**src/rtl/ifetch_queue_pkg.sv**
```systemverilog
// rtl/ifetch_queue_pkg.sv - shared types and constants for the instruction-fetch queue
// Purpose: widths, reset PC default, NOP encoding and the queued {pc, instr} entry type.
// Ports: none (package).
package ifetch_queue_pkg;

  localparam int          INSTR_W      = 32;
  localparam int          ADDR_W       = 32;
  localparam logic [31:0] RESET_PC_DEF = 32'h0;
  localparam logic [31:0] NOP          = 32'h0;

  typedef struct packed {
    logic [ADDR_W-1:0]  pc;
    logic [INSTR_W-1:0] instr;
  } ifq_entry_t;

endpackage

```
**src/rtl/ifq_fifo.sv**
```systemverilog
// rtl/ifq_fifo.sv - synchronous FIFO with push/pop/flush for fetched instructions
// Purpose: DEPTH-entry storage of W-bit words; flush clears pointers and count.
// Ports:
//   clk, reset  clock, asynchronous active-low reset
//   push, pop   write wdata at tail / retire head (push on full only with pop)
//   flush       discard all entries; wins over push and pop
//   wdata       data written on push
//   count       number of valid entries (0..DEPTH)
//   full        count == DEPTH
//   head        oldest entry, zero when empty
module ifq_fifo #(
  parameter int DEPTH = 4,
  parameter int W     = 64
) (
  input  logic                     clk,
  input  logic                     reset,
  input  logic                     push,
  input  logic                     pop,
  input  logic                     flush,
  input  logic [W-1:0]             wdata,
  output logic [$clog2(DEPTH):0]   count,
  output logic                     full,
  output logic [W-1:0]             head
);

  localparam int              PW       = $clog2(DEPTH);
  localparam logic [PW-1:0]   PTR_ONE  = PW'(1);
  localparam logic [PW:0]     CNT_ONE  = (PW+1)'(1);
  localparam logic [PW:0]     FULL_CNT = (PW+1)'(DEPTH);

  logic [W-1:0]  mem_q [DEPTH];
  logic [W-1:0]  mem_d [DEPTH];
  logic [PW-1:0] wr_ptr_q, wr_ptr_d;
  logic [PW-1:0] rd_ptr_q, rd_ptr_d;
  logic [PW:0]   count_q, count_d;

  always_comb begin
    mem_d    = mem_q;
    wr_ptr_d = wr_ptr_q;
    rd_ptr_d = rd_ptr_q;
    count_d  = count_q;
    if (flush) begin
      wr_ptr_d = '0;
      rd_ptr_d = '0;
      count_d  = '0;
    end else begin
      if (push) begin
        mem_d[wr_ptr_q] = wdata;
        wr_ptr_d        = wr_ptr_q + PTR_ONE;
      end
      if (pop) begin
        rd_ptr_d = rd_ptr_q + PTR_ONE;
      end
      // push and pop together leave the occupancy unchanged, even when full
      case ({push, pop})
        2'b10:   count_d = count_q + CNT_ONE;
        2'b01:   count_d = count_q - CNT_ONE;
        default: count_d = count_q;
      endcase
    end
  end

  always_ff @(posedge clk or negedge reset) begin
    if (!reset) begin
      wr_ptr_q <= '0;
      rd_ptr_q <= '0;
      count_q  <= '0;
    end else begin
      wr_ptr_q <= wr_ptr_d;
      rd_ptr_q <= rd_ptr_d;
      count_q  <= count_d;
    end
  end

  // Storage needs no reset: the head is masked whenever count is zero.
  always_ff @(posedge clk) begin
    mem_q <= mem_d;
  end

  assign count = count_q;
  assign full  = (count_q == FULL_CNT);
  assign head  = (count_q != '0) ? mem_q[rd_ptr_q] : '0;

endmodule

```
**src/rtl/ifetch_queue.sv**
```systemverilog
// rtl/ifetch_queue.sv - instruction-fetch front end: PC, ROM addressing, fetch FIFO
// Purpose: owns the PC, addresses a zero-latency instruction ROM, queues {pc, instr}
//          pairs for decode and flushes on execute redirects.
// Ports:
//   clk, reset                    clock, asynchronous active-low reset
//   imem_addr / imem_rdata        ROM word address (pc[AW+1:2]) / same-cycle instruction
//   redirect_valid / redirect_pc  flush queue and load new word-aligned PC
//   out_valid / out_ready         decode handshake for the queue head
//   out_instr / out_pc            head instruction and its PC (zero when empty)
//   fetch_count                   instructions pushed since reset, wrapping
module ifetch_queue
  import ifetch_queue_pkg::*;
#(
  parameter int          DEPTH    = 4,
  parameter logic [31:0] RESET_PC = RESET_PC_DEF,
  parameter int          AW       = 8
) (
  input  logic          clk,
  input  logic          reset,
  output logic [AW-1:0] imem_addr,
  input  logic [31:0]   imem_rdata,
  input  logic          redirect_valid,
  input  logic [31:0]   redirect_pc,
  output logic          out_valid,
  input  logic          out_ready,
  output logic [31:0]   out_instr,
  output logic [31:0]   out_pc,
  output logic [31:0]   fetch_count
);

  logic [31:0]            pc_q, pc_d;
  logic [31:0]            fetch_count_q, fetch_count_d;
  logic [$clog2(DEPTH):0] fifo_count;
  logic                   fifo_full;
  logic                   pop, push;
  ifq_entry_t             wr_entry;
  ifq_entry_t             head_entry;

  assign out_valid = (fifo_count != '0);

  // A redirect suppresses both sides: the presented head is not consumed.
  assign pop  = out_valid & out_ready & ~redirect_valid;
  assign push = ~redirect_valid & (~fifo_full | pop);

  assign wr_entry.pc    = pc_q;
  assign wr_entry.instr = imem_rdata;

  always_comb begin
    pc_d          = pc_q;
    fetch_count_d = fetch_count_q;
    if (redirect_valid) begin
      pc_d = {redirect_pc[31:2], 2'b00};
    end else if (push) begin
      pc_d          = pc_q + 32'd4;
      fetch_count_d = fetch_count_q + 32'd1;
    end
  end

  always_ff @(posedge clk or negedge reset) begin
    if (!reset) begin
      pc_q          <= RESET_PC;
      fetch_count_q <= '0;
    end else begin
      pc_q          <= pc_d;
      fetch_count_q <= fetch_count_d;
    end
  end

  ifq_fifo #(
    .DEPTH (DEPTH),
    .W     (ADDR_W + INSTR_W)
  ) u_fifo (
    .clk   (clk),
    .reset (reset),
    .push  (push),
    .pop   (pop),
    .flush (redirect_valid),
    .wdata (wr_entry),
    .count (fifo_count),
    .full  (fifo_full),
    .head  (head_entry)
  );

  // ROM aliasing every 2^AW words is intended.
  assign imem_addr   = pc_q[AW+1:2];
  assign out_pc      = head_entry.pc;
  assign out_instr   = head_entry.instr;
  assign fetch_count = fetch_count_q;

endmodule

```
**config.mk**
```make
export PLATFORM = sky130hd
export DESIGN_NAME = ifetch_queue
export DESIGN_NICKNAME = d
export VERILOG_FILES = /design/src/rtl/ifetch_queue_pkg.sv /design/src/rtl/ifq_fifo.sv /design/src/rtl/ifetch_queue.sv
export SDC_FILE = /design/constraint.sdc
export NUM_CORES = 1
export LEC_CHECK = 0
export ABC_AREA = 1
export CAP_MARGIN = 10
export CORE_MARGIN = 2
export CORE_UTILIZATION = 25
export CTS_CLUSTER_SIZE = 25
export DETAILED_ROUTE_END_ITERATION = 7
export GPL_TIMING_DRIVEN = 0
export SLEW_MARGIN = 20
export SYNTH_ARGS = -nofsm -noshare
export SYNTH_HDL_FRONTEND = slang
export SYNTH_SLANG_ARGS = --single-unit
```
**constraint.sdc**
```tcl
create_clock -name clk -period 5.6 [get_ports clk]
set_clock_uncertainty 0.05 [all_clocks]
set_input_delay 1.12 -clock clk [delete_from_list [all_inputs] [get_ports clk]]
set_output_delay 1.12 -clock clk [all_outputs]
set_load 0.02 [all_outputs]
```
# After elaboration in Yosys (flattened, before gate mapping)
# Index checks and enable logic that the tools add are counted.
# Widths: inputs -> output; s select.
# totals
elab_cells	50
out_inout_bits	105
romBits	0
ram_bits	0
inputBits	68
reg_bits	327
latch_bits	0
mem_count	0
# classes
mux	15
multipliers	0
add_sub_neg	6
n_eq_ne	3
reduce_logical	6
n_div	0
magnitude_cmp	3
n_bitwise	8
shifts	0
# op_table
op	n
$bwmux 256	1
$mux 64	4
$bmux 64 s2	1
$demux 64 s2	1
$mux 32	2
$add 32x1->32 const B	1
$add 32x3->32 const B	1
$mux 2	4
$ge 3x3->1 const B	2
$not 2->3	2
$pmux 3 s2	1
$reduce_bool 3->1	2
$add 2x1->2 const B	2
$reduce_bool 2->1	2
$add 3x1->3 const B	1
$and 1x1->1	3
$eq 3x3->1 const B	1
$lt 3x1->1 const B	1
$mux 3	1
$sub 3x1->3 const B	1
$eq 2x1->1 const B	1
$eq 2x2->1 const B	1
$not 1->1	2
$reduce_and 2->1	1
2 further kinds	2

# Depth between registers and ports, before layout
# logic_depth
depth_word	8
depth_mapped	10
mapped_depth_nobuf	10

# Modules after synthesis
# From an unflattened synthesis, not the netlist that was laid out.
# unflattened
hier_cells	1767
hier_area_um2	15731.3
# modules_own_cells
mod	cells_per_inst	area_each_um2	instances
ifq_fifo	1071	11342.1	1
ifetch_queue	696	4389.2	1

# Least setup slack after synthesis
# No wires, ideal clock.
# synth_path
path_kind	input -> register
from	input port redirect_valid
to	register u_fifo.mem_q[0] (netlist bit), enable pin
setup_time_ns	0.416
path_stages	6
required_time_ns	5.134
slack_ns	2.172
n_path_buf	3
t_arrival_ns	2.962
cell_sequence	buf_6 a31oi_4 buf_6 buf_2 nand2_1 inv_1
# synth_via
elab_chain_cells	5
# synth_rtl
item	line_no	rtl
start: declaration	ifetch_queue.sv:22	input logic redirect_valid,
$not 1->1 (no source line) (*)	--	
$and 1x1->1	ifetch_queue.sv:42	assign pop = out_valid & out_ready & ~redirect_valid;
$or 1x1->1	ifetch_queue.sv:43	assign push = ~redirect_valid & (~fifo_full | pop);
$and 1x1->1	ifetch_queue.sv:43	
$reduce_and 2->1 (no source line) (*)	--	
end signal: assignment	ifq_fifo.sv:77	mem_q <= mem_d;
end: declaration	ifq_fifo.sv:31	logic [W-1:0] mem_q [DEPTH];
# Every way passes the cells marked *; elsewhere a longest branch is shown, timed or not.
# A chain may end at the register's enable or synchronous reset.

# Worst setup path in the final report
# layout_path
from	register u_fifo.count_q[0], in the netlist u_fifo.count[0]
to	output port out_pc[10]
# layout_via
elab_chain_cells	2
# layout_rtl
item	line_no	rtl
start: declaration	ifq_fifo.sv:35	logic [PW:0] count_q, count_d;
start signal: assignment	ifq_fifo.sv:71	count_q <= count_d;
$reduce_bool 3->1	ifq_fifo.sv:82	assign head = (count_q != '0) ? mem_q[rd_ptr_q] : '0;
$mux 64	ifq_fifo.sv:82	
end: declaration	ifetch_queue.sv:27	output logic [31:0] out_pc,
# Every way passes these cells.

==> results.json <==
{
  "status": "completed",
  "max_clock_freq_ghz": 0.238,
  "path_buf_inv": 4,
  "final.setup.tns_ps": 0,
  "post-cts-setup-buffers": 0,
  "crit_path_cell_trace": "inv_1, ha_1, inv_2, nor2_4, clkbuf_1, a21oi_1, clkdlybuf4s50_1",
  "cts_root_buf": "clkbuf_16",
  "multiInputGateArea_sq_mm": 0.00443,
  "final_cell_mix": "nor2_1 (335), nand2_1 (278), edfxtp_1 (248), clkdlybuf4s50_1 (166), o21ai_0 (137)",
  "setup_viol": 0,
  "worstPathArrival_ps": 3040,
  "dp_hpwl_mm": 28.9,
  "cts-htree-levels": 2,
  "io_buffers": 167,
  "netlist_area_sq_mm": 0.0142,
  "final_max_slew_viol_count": 0,
  "gr-usage-met2_pct": 23.4,
  "antenna_found_initial": 7,
  "dieArea_sq_mm": 0.0588,
  "area_growth_pct": 27.2,
  "grt.busiest_layer": "met2",
  "row_count": 87,
  "synthArstFlopShare_pct": 21.8,
  "syn_area_per_cell_sq_um": 10.0,
  "intPower_mw": 5.09,
  "seqCellArea_sq_mm": 0.00917,
  "crit_family": "buffers and inverters",
  "synth_flop_cell": "edfxtp_1",
  "final_common_cell": "nor2_1",
  "clk_pin_slew_ps": 60,
  "numCtsBuffers": 35,
  "min_period_ps": 4210,
  "hold_class": "primary input to async pin",
  "cts.repair.resized": 0,
  "path_class": "flip-flop to output pin",
  "die_h_um": 243,
  "finalWirelength_mm": 41.9,
  "num_vias": 10700,
  "p_comb_share_pct": 32.6,
  "crit_path_top_delay_cell": "clkdlybuf4s50_1",
  "power_density_mw_per_mm2": 432,
  "p_clk_share_pct": 29.0,
  "ir_drop_v": 0.000251,
  "synth_top_cell_area_share_pct": 52.4,
  "seqPwrFrac_pct": 38.4,
  "drc_errors": 0,
  "drt-pass1-iter-count": 5,
  "hold_violations": 0,
  "synth_area_leaders": "edfxtp_1 (52%), dfrtp_1 (12%), nor2_1 (8.8%)",
  "holdWs_ps": 408,
  "path_max_fanout": 10,
  "grt_overflow_total": 0,
  "yosys.cell_types.count": 32,
  "cts_tree": "yes",
  "cts_num_sinks": 317,
  "netSwitchingFraction_pct": 34.8,
  "final_util_pct": 32.2,
  "p_leak_nw": 6.55,
  "slowest_delay_ps": 590,
  "hold_buffers": 0,
  "ios": 173,
  "fin_crit_sh_pct": 75.1,
  "via_per_inst": 4.46,
  "grt_start_max_net_pins": 55,
  "tightest_slew_ps": 645,
  "clk_path_buf_depth": 3,
  "start_util_pct": 25.3,
  "grt_util_met1_pct": 18.1,
  "yosysWarningCount": 0,
  "drv_cap": 0,
  "gp_congestion": 0.850,
  "grt_pass1_vias": 10700,
  "rsz0062_at_grt": "no",
  "ant_nets": 0,
  "worstSetupStartpointType": "flip-flop",
  "endpoint_kind": "output pin",
  "coreArea_sq_mm": 0.0563,
  "first_iter_violations": 870,
  "switching_power_mw": 2.72,
  "instances_no_fill": 2404,
  "synth-edff-count": 248,
  "ys_seq_area_share_pct": 64.5,
  "placedCellCount": 2345,
  "num-nets-final": 1702,
  "routedWlPerCell_um": 17.4,
  "grtUsageTotal_pct": 14.0,
  "clk_latency_ps": 530,
  "yosys_register_bits": 317,
  "fill_cells": 5735,
  "die_width_um": 243,
  "drive_gt1_share_pct": 8.74,
  "slew_headroom_pct": 57.0,
  "grt_pass1_wl_mm": 63.8,
  "grtUsageMet3_pct": 3.82,
  "yosysTopAreaCell": "edfxtp_1",
  "synth_cells": 1416,
  "cp_data_required_time_ps": 4430
}
[cell type report]
| cell class | instances | share of cell area [%] |
|---|---|---|
| antenna | 1 | 0.0138 |
| buffer | 71 | 2.18 |
| clock buffer | 42 | 5.33 |
| clock inverter | 16 | 0.823 |
| inverter | 60 | 1.31 |
| multi-input combinational | 969 | 24.5 |
| sequential | 317 | 50.7 |
| tap | 756 | 5.23 |
| timing repair buffer | 172 | 9.94 |
[sequential cells by signal, summed over array words and instances (netlist names)]
name,count
u_fifo.mem_q,248
fetch_count,32
u_fifo.rd_ptr_q,2
u_fifo.count,3
u_fifo.wr_ptr_q,2
pc_q,30
[cell usage after synthesis, types with 16 or more instances]
| cell type | number |
|---|---|
| dfrtp_1 | 69 |
| nor2_1 | 335 |
| a21oi_1 | 67 |
| o21ai_0 | 137 |
| edfxtp_1 | 248 |
| a22oi_1 | 28 |
| nor2_2 | 16 |
| nand2_1 | 278 |
| buf_4 | 18 |
| clkbuf_1 | 29 |
| xor2_1 | 19 |
| buf_2 | 18 |
| inv_1 | 52 |
| nand3_1 | 40 |
[stage by stage]
| step | setup slack (ps) | instance area, sq um | power [mW] |
|---|---|---|---|
| after global routing | 1230 | 18100 | 8.21 |
| after floorplan | 2170 | 14200 | 4.35 |
| after global placement | 448 | 16800 | 5.60 |
| after CTS | 1280 | 18100 | 7.92 |
| after detailed placement | 1860 | 17000 | 5.64 |
| final | 1390 | 18100 | 7.81 |
[power groups by stage]
stage / logic, mW / registers, mW / clock network, mW
after CTS: 2.61 / 3.00 / 2.31
after floorplan: 1.33 / 3.02 / 0
after global routing: 2.78 / 3.03 / 2.40
after global placement: 2.55 / 3.05 / 0
after detailed placement: 2.60 / 3.04 / 0
final: 2.55 / 3.00 / 2.27
[path summary, 6_finish.rpt]
path,startpoint,slack (ps),cells past startpoint,to
setup / recovery,u_fifo.count[0],1390,7,out_pc[10]
hold / removal,reset,410,1,fetch_count[28]
setup reg to reg,u_fifo.count[0],3040,8,u_fifo.mem_q[91]
hold reg to reg,u_fifo.count[1],470,2,u_fifo.count[1]
max in group asynchronous,reset,4510,2,pc_q[27]
min in group clk,u_fifo.count[1],470,2,u_fifo.count[1]
[per-layer routing]
layer,up-vias,wire length [um]
met4,10,730
li1,5174,-
met3,64,3490
met1,5158,17800
met5,-,67
met2,324,19800
[cells by family (layout without fill, tap and decap cells)]
| family | Yosys count | after routing | share of synthesized area (%) |
|---|---|---|---|
| AND/OR/NAND/NOR | 693 | 693 | 19.6 |
| flip-flops | 317 | 317 | 64.5 |
| AO/OA/AOI/OAI | 236 | 236 | 8.96 |
| buffers and inverters | 131 | 361 | 4.36 |
| XOR/XNOR | 30 | 30 | 1.85 |
| adder cells (fa/ha/maj) | 8 | 8 | 0.704 |
| other | 1 | 3 | 0.0264 |
Power figures use the tool's default switching activity.
